**config.mk**
```make
export PLATFORM = sky130hd
export DESIGN_NAME = delay_ctrl
export DESIGN_NICKNAME = d
export VERILOG_FILES = /design/src/rtl/delay_ctrl_pkg.sv /design/src/rtl/delay_vld_pipe.sv /design/src/rtl/delay_ctrl.sv
export SDC_FILE = /design/constraint.sdc
export NUM_CORES = 1
export LEC_CHECK = 0
export CAP_MARGIN = 25
export CORE_UTILIZATION = 35
export DETAILED_ROUTE_END_ITERATION = 8
export DONT_BUFFER_PORTS = 1
export PLACE_DENSITY = 0.59
export SYNTH_ARGS = -nofsm -noshare
export SYNTH_HDL_FRONTEND = slang
export SYNTH_SLANG_ARGS = --single-unit
```
**constraint.sdc**
```tcl
create_clock -name clk -period 5.1 [get_ports clk]
set_clock_uncertainty 0.1 [all_clocks]
set_input_delay 1.275 -clock clk [delete_from_list [all_inputs] [get_ports clk]]
set_output_delay 1.275 -clock clk [all_outputs]
set_load 0.05 [all_outputs]
```
**src/rtl/delay_ctrl_pkg.sv**
```systemverilog
// Shared definitions for the delay-line sequencer: FSM encodings and a
// constant clog2 used to size the delay/occupancy fields.
package delay_ctrl_pkg;

    typedef enum logic [1:0] {
        DC_IDLE  = 2'd0,
        DC_RUN   = 2'd1,
        DC_DRAIN = 2'd2
    } dc_state_e;

    function automatic int dc_clog2(input int value);
        int res;
        res = 0;
        while ((1 << res) < value) res++;
        return res;
    endfunction

endpackage

```
**src/rtl/delay_vld_pipe.sv**
```systemverilog
// Valid-token shift register for the delay line. Bits at or beyond the
// active length are held at zero so the last active bit is the output tap.
module delay_vld_pipe #(
    parameter int NMAX = 16
) (
    input  logic            clk,
    input  logic            clr,
    input  logic            step,
    input  logic            tok_in,
    input  logic [NMAX-1:0] len_mask,
    output logic            tap
);

    logic [NMAX-1:0] vld_q;
    logic [NMAX-1:0] vld_d;
    logic [NMAX-1:0] shifted;

    generate
        if (NMAX == 1) begin : g_single
            assign shifted = tok_in;
        end else begin : g_multi
            assign shifted = {vld_q[NMAX-2:0], tok_in};
        end
    endgenerate

    always_comb begin
        vld_d = vld_q;
        if (step) vld_d = shifted & len_mask;
    end

    always_ff @(posedge clk) begin
        if (clr) vld_q <= '0;
        else     vld_q <= vld_d;
    end

    // The highest set mask bit marks tap D-1; pick that bit out of the line.
    assign tap = |(vld_q & len_mask & ~(len_mask >> 1));

endmodule

```
**src/rtl/delay_ctrl.sv**
```systemverilog
// Sequencer for a step-gated delay line: handshake, stall, drain and tap select.
// Optional stall-cycle statistics are built when DELAY_CTRL_STATS_EN is defined.
module delay_ctrl
    import delay_ctrl_pkg::*;
#(
    parameter int NMAX = 16,
    parameter int CW   = dc_clog2(NMAX + 1)
) (
    input  logic          clk,
    input  logic          clr,
    input  logic          cfg_we,
    input  logic [CW-1:0] cfg_delay,
    output logic          cfg_err,
    input  logic          drain_req,
    input  logic          in_valid,
    output logic          in_ready,
    output logic          out_valid,
    input  logic          out_ready,
    output logic          step,
    output logic [CW-1:0] tap_sel,
    output logic [CW-1:0] occupancy,
    output logic          busy,
    output logic [31:0]   stall_cnt
);

    dc_state_e       state_q;
    logic [CW-1:0]   dly_q;
    logic [CW-1:0]   dly_d;
    logic [CW-1:0]   occ_q;
    logic [CW-1:0]   occ_d;
    logic            cfg_err_q;
    logic            cfg_err_d;
    logic            stall;
    logic            accept;
    logic            deq;
    logic            cfg_ok;
    logic [NMAX-1:0] len_mask;

    function automatic logic [CW-1:0] clamp_delay(input logic [CW-1:0] v);
        if (v == '0)         return CW'(1);
        if (v > CW'(NMAX))   return CW'(NMAX);
        return v;
    endfunction

    // The whole line freezes while the consumer refuses the output token.
    assign stall    = out_valid & ~out_ready;
    assign step     = ~stall;
    assign in_ready = ~stall & (state_q != DC_DRAIN);
    assign accept   = in_valid & in_ready;
    assign deq      = out_valid & out_ready;

    always_comb begin
        for (int i = 0; i < NMAX; i++) len_mask[i] = (CW'(i) < dly_q);
    end

    delay_vld_pipe #(.NMAX(NMAX)) u_vld_pipe (
        .clk      (clk),
        .clr      (clr),
        .step     (step),
        .tok_in   (accept),
        .len_mask (len_mask),
        .tap      (out_valid)
    );

    // Delay only changes with an empty line, so the mask never cuts a live token.
    assign cfg_ok    = cfg_we & (state_q == DC_IDLE) & ~accept;
    assign cfg_err_d = cfg_we & ~cfg_ok;

    always_comb begin
        dly_d = dly_q;
        if (cfg_ok) dly_d = clamp_delay(cfg_delay);
    end

    always_comb begin
        occ_d = occ_q;
        case ({accept, deq})
            2'b10:   occ_d = occ_q + CW'(1);
            2'b01:   occ_d = occ_q - CW'(1);
            default: occ_d = occ_q;
        endcase
    end

    always_ff @(posedge clk) begin
        if (clr) begin
            state_q   <= DC_IDLE;
            dly_q     <= CW'(1);
            occ_q     <= '0;
            cfg_err_q <= 1'b0;
        end else begin
            dly_q     <= dly_d;
            occ_q     <= occ_d;
            cfg_err_q <= cfg_err_d;
            case (state_q)
                DC_IDLE: begin
                    if (accept) state_q <= DC_RUN;
                end
                DC_RUN: begin
                    if (drain_req)          state_q <= DC_DRAIN;
                    else if (occ_d == '0)   state_q <= DC_IDLE;
                end
                DC_DRAIN: begin
                    if (occ_d == '0) state_q <= DC_IDLE;
                end
                default: state_q <= DC_IDLE;
            endcase
        end
    end

    assign tap_sel   = dly_q - CW'(1);
    assign occupancy = occ_q;
    assign busy      = (state_q != DC_IDLE);
    assign cfg_err   = cfg_err_q;

`ifdef DELAY_CTRL_STATS_EN
    logic [31:0] stall_cnt_q;

    always_ff @(posedge clk) begin
        if (clr)                            stall_cnt_q <= '0;
        else if (stall && (stall_cnt_q != '1)) stall_cnt_q <= stall_cnt_q + 32'd1;
    end

    assign stall_cnt = stall_cnt_q;
`else
    assign stall_cnt = 32'd0;
`endif

endmodule
```
# After elaboration in Yosys (flattened, before gate mapping)
# Index checks and enable logic that the tools add are counted.
# Widths: inputs -> output; s select.
[totals] wordCells=65 rom_bits=0 memories=0 latchBits=0 ff_bits=29 out_inout_bits=47 ram_bits=0
[classes] n_mul=0 bitwise=15 mux=14 addsub=3 n_reduce_logical=5 order_cmp=17 shifts=0 n_div=0 n_eq_ne=6
[ops] operator="$and 16x16->16" n=3
[ops] operator="$lt 4x5->1 const A" n=8
[ops] operator="$lt 3x5->1 const A" n=4
[ops] operator="$mux 5" n=4
[ops] operator="$not 15->16" n=1
[ops] operator="$reduce_or 16->1" n=1
[ops] operator="$logic_not 5->1" n=2
[ops] operator="$lt 1x5->1 const A" n=2
[ops] operator="$lt 2x5->1 const A" n=2
[ops] operator="$pmux 5 s2" n=1
[ops] operator="$sub 5x1->5 const B" n=2
[ops] operator="$and 1x1->1" n=7
[ops] operator="$mux 2" n=3
[ops] operator="$pmux 2 s3" n=1
[ops] operator="$add 5x1->5 const B" n=1
[ops] operator="$gt 5x5->1 const B" n=1
[ops] operator="$mux 1" n=5
[ops] operator="$eq 2x1->1 const B" n=2
[ops] operator="$eq 2x2->1 const B" n=2
[ops] operator="$ne 2x2->1 const B" n=2
[ops] operator="$not 1->1" n=4
[ops] operator="$logic_not 2->1" n=1
[ops] operator="$reduce_bool 2->1" n=1

# Longest topological paths before layout
# Gate-level depths: netlist of the first run.
[logic_depth] word_depth=15 ltp_mapped=17 ltp_nobuf=15

# Modules after synthesis
# From an unflattened synthesis of the first run, not the netlist that was laid out.
[hier_totals] hier_cells=257 hier_area_um2=2006.9
[modules_own_cells] mod="delay_ctrl" n_inst=1 area_per_inst_um2=1255.0 seq_area_each_um2=260.2 cells_each=163
[modules_own_cells] mod="delay_vld_pipe" n_inst=1 area_per_inst_um2=752.0 seq_area_each_um2=320.3 cells_each=94

# Worst setup path before layout of the first run
# Ideal clock, no wire load.
[synth_path] kind="reg2reg" startpoint="register dly_q[3]" endpoint="register state_q[0]" setup_slack_ps=945 path_stages_with_launch=14 path_buffers=0 setup_ps=139 period_less_slack_ps=4155 t_arrival_ps=3916 path_cell_list="dfxtp_1 -> mux2_1 -> and4_1 -> nor4_4 -> nand3_1 -> and2_1 -> ha_1 -> fa_1 -> a21o_1 -> a21oi_1 -> xor2_1 -> o21a_1 -> a2111oi_0 -> o22ai_1"
[synth_via] elab_chain_cells=14 word_cells_on_any_way=33
[synth_lines] element="start, declared" line_no="delay_ctrl.sv:27" rtl="logic [CW-1:0] dly_q;"
[synth_lines] element="start signal, assigned" line_no="delay_ctrl.sv:90" rtl="dly_q <= dly_d;"
[synth_lines] element="$lt 1x5->1, or another cell as far along" line_no="delay_ctrl.sv:53" rtl="for (int i = 0; i < NMAX; i++) len_mask[i] = (CW'(i) < dly_q);"
[synth_lines] element="$and 16x16->16 or $not 15->16 (tied branches)" line_no="delay_vld_pipe.sv:37" rtl="assign tap = |(vld_q & len_mask & ~(len_mask >> 1));"
[synth_lines] element="$and 16x16->16 *" line_no="delay_vld_pipe.sv:37"
[synth_lines] element="$reduce_or 16->1 *" line_no="delay_vld_pipe.sv:37"
[synth_lines] element="net out_valid" line_no="delay_ctrl.sv:17" rtl="output logic out_valid,"
[synth_lines] element="$and 1x1->1" line_no="delay_ctrl.sv:46" rtl="assign stall = out_valid & ~out_ready;"
[synth_lines] element="$not 1->1" line_no="delay_ctrl.sv:48" rtl="assign in_ready = ~stall & (state_q != DC_DRAIN);"
[synth_lines] element="$and 1x1->1" line_no="delay_ctrl.sv:48"
[synth_lines] element="$and 1x1->1" line_no="delay_ctrl.sv:49" rtl="assign accept = in_valid & in_ready;"
[synth_lines] element="$eq 2x1->1 or $eq 2x2->1 (tied branches)" line_no="delay_ctrl.sv:76" rtl="case ({accept, deq})"
[synth_lines] element="$pmux 5 s2" line_no="delay_ctrl.sv:76"
[synth_lines] element="$logic_not 5->1" line_no="delay_ctrl.sv:99, delay_ctrl.sv:102"
[synth_lines] element="$mux 2 (2 in a row)"
[synth_lines] element="$pmux 2 s3"
[synth_lines] element="end signal, assigned" line_no="delay_ctrl.sv:99" rtl="else if (occ_d == '0) state_q <= DC_IDLE;"
[synth_lines] element="end signal, assigned" line_no="delay_ctrl.sv:102" rtl="if (occ_d == '0) state_q <= DC_IDLE;"
[synth_lines] element="end signal, assigned" line_no="delay_ctrl.sv:104" rtl="default: state_q <= DC_IDLE;"
[synth_lines] element="end, declared" line_no="delay_ctrl.sv:26" rtl="dc_state_e state_q;"
# The timed path passes the listed nets; every way through them passes the cells marked *.
# A chain may end at the register's enable or synchronous reset.

# Worst setup path in the final report of the first run
[layout_path] startpoint="register dly_q[3]" endpoint="output port in_ready"
[layout_via] elab_chain_cells=7 word_cells_on_any_way=23
[layout_lines] element="$lt 1x5->1, or another cell as far along" line_no="delay_ctrl.sv:53"
[layout_lines] element="$and 16x16->16 or $not 15->16 (tied branches)" line_no="delay_vld_pipe.sv:37"
[layout_lines] element="$and 16x16->16 *" line_no="delay_vld_pipe.sv:37"
[layout_lines] element="$reduce_or 16->1 *" line_no="delay_vld_pipe.sv:37"
[layout_lines] element="$and 1x1->1 *" line_no="delay_ctrl.sv:46"
[layout_lines] element="$not 1->1 *" line_no="delay_ctrl.sv:48"
[layout_lines] element="$and 1x1->1 *" line_no="delay_ctrl.sv:48"
[layout_lines] element="end, declared" line_no="delay_ctrl.sv:16" rtl="output logic in_ready,"
# Mark *: on every way between the ends. The rest lies on a longest branch, timed or not.

==> results of run 1 <==
==> stage by stage <==
stage	cells	worst slack (ns)
after floorplan	277	0.945
after global placement	307	1.01
after global routing	315	0.645
after CTS	315	0.812
after detailed placement	307	0.895
final	315	0.828
==> how the worst max path moves through the flow <==
stage / endpoint / slack (ns) / depth (start not counted)
global placement: state_q[0] / 1.01 / 14
CTS: in_ready / 0.81 / 7
detailed placement: state_q[0] / 0.90 / 13
floorplan: state_q[0] / 0.95 / 13
global route: state_q[0] / 0.64 / 13
finish: in_ready / 0.83 / 7
==> cell usage in the layout (no fill, tap or decap), types with 5 or more instances in the layout <==
cell | Yosys | layout
mux2i_1 | 6 | 6
clkbuf_8 | 0 | 6
conb_1 | 1 | 32
o21ai_0 | 8 | 8
nand3_1 | 14 | 14
a21oi_1 | 19 | 19
inv_1 | 6 | 6
nand2_1 | 26 | 26
o41ai_1 | 5 | 5
ha_1 | 6 | 6
dfxtp_1 | 29 | 29
nor2_1 | 17 | 17
==> sequential cells by signal (all words and copies together) (netlist names) <==
name	cells
dly_q	5
u_vld_pipe.vld_q	16
state_q	2
occupancy	5
cfg_err	1
==> layer usage <==
layer  part of all wire (%)  global-route usage, %
met5                      0                      0
met4                    1.2                   5.19
met3                    5.4                   4.59
met2                     46                   21.1
met1                     48                   18.6
==> worst register-to-register path, stage by stage, from the launching register on <==
cell and delay (ns):
dfxtp_1 0.62, mux2_1 0.36, and4_1 0.22, nor4_4 0.38, nand3_1 0.15, and2_1 0.19
ha_1 0.27, fa_1 0.43, a21o_1 0.17, a21oi_1 0.16, xor2_1 0.10, o21a_1 0.19
a2111oi_0 0.54, o22ai_1 0.17
==> cell usage after synthesis, types with 4 or more instances <==
library cell	number	area share, %
a21oi_1	19	4.7
buf_2	6	1.5
buf_4	34	13
dfxtp_1	29	29
ha_1	6	3.7
inv_1	6	1.1
mux2i_1	6	3.0
nand2_1	26	4.8
nand3_1	14	3.5
nor2_1	17	3.2
o21ai_0	8	2.0
o22ai_1	4	1.2
o41ai_1	5	2.2
xor2_1	4	1.7
==> power by group through the flow <==
stage	Combinational [mW]	Clock (mW)	Sequential, mW
finish	0.208	0.245	0.289
global route	0.226	0.258	0.292
CTS	0.209	0.251	0.289
detailed placement	0.209	0	0.293
global placement	0.209	0	0.293
floorplan	0.218	0	0.281
==> cells by family (layout without fill, tap and decap cells) <==
kind of cell	after synthesis	in the layout	share of synthesized area (%)
AND/OR/NAND/NOR	88	88	24.2
flip-flops	29	29	28.8
XOR/XNOR	6	6	2.61
AO/OA/AOI/OAI	54	54	18.8
buffers and inverters	54	20	17.1
adder cells (fa/ha/maj)	7	7	4.72
multiplexers	7	7	3.54
other	1	32	0.186
==> area by class of cell <==
class | count | area, um2 | share of cell area (%)
Clock inverter | 1 | 30.0 | 1.47
Timing Repair Buffer | 3 | 22.5 | 1.10
Inverter | 9 | 33.8 | 1.65
Multi-Input combinational cell | 194 | 1210 | 58.9
Clock buffer | 7 | 86.3 | 4.21
Tap cell | 72 | 90.1 | 4.40
Sequential cell | 29 | 581 | 28.3
==> flow_summary.ini, run 1 <==
[status]
status = complete, no violations

[yosys]
synthArstFlopShare_pct = 0
syn-cell-area_mm2 = 0.00202
ys.flop_type = dfxtp_1
synth.distinct_cells = 51
yosys_warnings = 0
seq_area_frac_synth_pct = 28.8
ys_ff_latch = 29
synthCells = 246
avgSynthCellArea_um2 = 8.19
synth-edff-count = 0

[die]
die_height_um = 77.9
initial_core_util_pct = 36.4
row_count = 27
die_area_mm2 = 0.00607
ios = 58
core_region_area_mm2 = 0.00554
fp.dieW_um = 77.9

[finish]
n_antenna_cell = 0
drive_above_1_share_pct = 8.64
fin_util_pct = 37.0
final_nets = 260
fin_area_mm2 = 0.00205
fill_cells = 599
area_growth_pct = 1.68

[setup_path]
reg2reg_from = dly_q[3]
cp_max_fo = 19
crit_type = reg2out
worst_path_largest_cell_delay_ns = 0.62
crit_start = dly_q[3]
cp_num_buf_inv = 2
worst_ep_arrival_time_ns = 2.90
crit_chain = mux2_1, and4_1, nor4_4, a31oi_4, inv_2, buf_4, and2_1
regToRegEndpoint = state_q[0]
critPathSlowestCell = dfxtp_1
worstPathRequired_ns = 3.72
r2r_setup_slack_ns = 0.92
cp_top_family = simple AND/OR/NAND/NOR gates
reg2reg_depth = 13
cp-end-kind = primary output
setup.worst_path.start_class = flop

[sta]
fmax_mhz = 234
hold_ws_ns = 0.359
worst_slew_pin_slew_ns = 1.10
setup_viol = 0
fin_crit_sh_pct = 83.8
post-route-min-period_ns = 4.27
slew_headroom_pct = 26.5
grt_setup_unrepaired = false
maxSlewViolCount = 0
hold_violations = 0
tns_ns = 0

[place]
hpwl_um = 2880
placed_cell_area_mm2 = 0.00193
place.gp.congestion = 0.745
portBuffers = 0

[drt]
drt_drc_violations_left = 0
postRouteWirelength_um = 4110
drtIter0Drc = 92
ant_nets = 0
wl_per_cell_um = 13.0
viasPerCell = 5.08
drt_pass1_iterations = 4
route.vias.total = 1601

[power]
fin_total_pwr_mw = 0.742
power_frac_comb_pct = 28.1
p_int_mw = 0.450
power.density_mw_per_mm2 = 362
swShare_pct = 39.4
pwr-share-clk_pct = 33.0
switchingPower_mw = 0.292
seq_power_share_pct = 38.9
vdd_drop_max_mv = 0.157
cellLeakagePower_nw = 0.810

[min_path]
hold_depth = 2
hold_start = u_vld_pipe.vld_q[15]
hold_path_end = u_vld_pipe.vld_q[15]
hp-class = reg2reg

[clock_network]
ctsRootBufferMaster = clkbuf_8
cts_sinks = 29
clk_pin_slew_ns = 0.06
clkLatencyLatePin_ns = 0.28
cts_tree = built
post_cts_buffers = 0
htreeDepth = 2
cts_resized = 0
clockBufferDepth = 2
cts_hold_buf = 0
cts_made_buffers = 5

[global_routing]
grt_overflow = 0
antenna_found_initial = 0
track_usage_pct = 14.0
grt_first_pass_wirelength_um = 6710
grt_pass1_vias = 1311
grt_max_degree = 37

[job]
maxCapViolCount = 0
(Power assumes the default switching activity.)
==> inputs of run 2 (changes only) <==
- ABC_AREA: default -> 1
- PLACE_DENSITY: 0.59 -> 0.61
- clock period: 5.1 -> 3.65 ns (I/O delays scaled with it)
==> flow_summary.ini, run 2 <==
[status]
status = complete, no violations

[global_routing]
grt_first_pass_wirelength_um = 6790
grt_overflow = 0
track_usage_pct = 14.1
antenna_found_initial = 0
grt_pass1_vias = 1520
grt_max_degree = 22

[sta]
fin_crit_sh_pct = 92.0
hold_ws_ns = 0.383
setup_ws_ns = 0.292
hold_violations = 0
setup_viol = 0
fmax_mhz = 298
maxSlewViolCount = 0
post-route-min-period_ns = 3.36
worst_slew_pin_slew_ns = 0.623
slew_headroom_pct = 58.4

[setup_path]
reg2reg_depth = 20
cp_num_buf_inv = 4
worstPathRequired_ns = 2.64
crit_chain = inv_1, ha_1, nand3_1, nand3_1, nand2_1, nor2_1, nand3_2, nand2_4, buf_4, inv_2, a21oi_1, buf_4
critPathSlowestCell = dfxtp_4
reg2reg_from = dly_q[1]
crit_type = reg2out
cp_num_cells = 12
cp-end-kind = primary output
crit_start = dly_q[1]
worst_path_largest_cell_delay_ns = 0.38
worst_ep_arrival_time_ns = 2.35
cp_top_family = buffers and inverters
setup.worst_path.start_class = flop
cp_max_fo = 21

[min_path]
hold_depth = 2
hold_start = u_vld_pipe.vld_q[0]
hp-class = reg2reg

[clock_network]
cts_made_buffers = 5
ctsRootBufferMaster = clkbuf_8
cts_hold_buf = 0
clkLatencyLatePin_ns = 0.28
cts_sinks = 29
clockBufferDepth = 2
htreeDepth = 2
clk_pin_slew_ns = 0.06
cts_tree = built

[finish]
drive_above_1_share_pct = 11.8
fill_cells = 576
layout_common_cells = 46 x nor2_1, 42 x nand2_1, 32 x conb_1
n_antenna_cell = 0
top_register = u_vld_pipe.vld_q
final_nets = 313
finalNonFillerCells = 368
final_common_cell = nor2_1
area_growth_pct = 5.11
fin_util_pct = 38.1
largest_reg_flops = 16

[yosys]
synth_top_area_share_pct = 29.3
synth-edff-count = 0
seq_area_frac_synth_pct = 29.3
synth.distinct_cells = 29
syn-cell-area_mm2 = 0.00198
netlist_top_cells_area = dfxtp_1 29%, buf_4 13%, nor2_1 8.9%, nand2_1 7.9%, nand3_1 7.1%
ys.flop_type = dfxtp_1
synthCells = 291
yosys-top-cells-count = 47 x nor2_1, 42 x nand2_1, 34 x buf_4
avgSynthCellArea_um2 = 6.81
synth_largest_area_cell = dfxtp_1
yosys_warnings = 0
ys_ff_latch = 29
synthArstFlopShare_pct = 0
synth.most_common_cell = nor2_1

[die]
core_region_area_mm2 = 0.00547
initial_core_util_pct = 36.2
die_height_um = 77.3
row_count = 27
fp.dieW_um = 77.3
die_area_mm2 = 0.00597
ios = 58

[drt]
postRouteWirelength_um = 3940
route.vias.total = 1729
viasPerCell = 4.70
drtIter0Drc = 79
drt_pass1_iterations = 4
ant_nets = 0
drt_drc_violations_left = 0
wl_per_cell_um = 10.7

[place]
portBuffers = 0
dp.cells = 359
pre_cts_slack_ns = 0.132
hpwl_um = 2850
place.gp.congestion = 0.857

[power]
vdd_drop_max_mv = 0.363
cellLeakagePower_nw = 1.01
power.density_mw_per_mm2 = 729

[job]
maxCapViolCount = 0
## run 2: per-layer routing
| layer | vias up | track usage (%) | part of all wire, % |
|---|---|---|---|
| li1 | 893 | - | - |
| met3 | 4 | 4.05 | 6.6 |
| met2 | 67 | 23.4 | 47 |
| met1 | 765 | 17.1 | 45 |
| met4 | 0 | 5.66 | 1.3 |
| met5 | - | 0 | 0 |
## run 2: cell type report
| cell class | count | area [um2] | share of cell area, % |
|---|---|---|---|
| Multi-Input combinational cell | 227 | 1130 | 54.3 |
| Sequential cell | 29 | 592 | 28.4 |
| Tap cell | 72 | 90.1 | 4.32 |
| Clock buffer | 7 | 86.3 | 4.14 |
| Inverter | 23 | 86.3 | 4.14 |
| Timing Repair Buffer | 9 | 67.6 | 3.24 |
| Clock inverter | 1 | 30.0 | 1.44 |
## run 2: cell families (layout without fill, tap and decap cells)
logic type,count (synthesis),after routing,share of synthesized area (%)
flops,29,29,29.3
simple gates,129,129,28.9
mux,1,1,0.505
buf+inv,66,40,20.0
fa+ha+maj,8,8,5.30
compound gates,51,51,13.2
xor+xnor,6,6,2.65
other cells,1,32,0.189
## run 2: worst min-delay path, stage by stage (launching register included)
cell,delay (ns)
dfxtp_1,0.33
nand2_1,0.06
a21oi_1,0.05
## run 2: metrics by stage
stage	setup TNS [ns]	power (mW)	cell area (um2)
floorplan	0	1.09	2100
global placement	0	1.17	1940
detailed placement	0	1.17	1940
CTS	0	1.52	2060
global route	-0.00760	1.63	2080
finish	0	1.52	2080
## run 2: report_power, final
group	total, mW	internal (mW)	switching (mW)
logic	0.637	0.182	0.455
registers	0.539	0.383	0.156
clock network	0.342	0.222	0.120
## run 2: timing repair
action,4_1_cts,5_1_grt
endpoints found under the hold margin,0,0
setup buffers,0,1
resized for setup,0,10
endpoints found under the setup margin,0,3
## run 2: path summary, 6_finish.rpt
| check | slack [ns] | to |
|---|---|---|
| worst max-delay path | 0.29 | in_ready |
| worst min-delay path | 0.38 | u_vld_pipe.vld_q[0] |
| worst max register to register | 0.39 | state_q[0] |
| worst min register to register | 0.38 | u_vld_pipe.vld_q[0] |
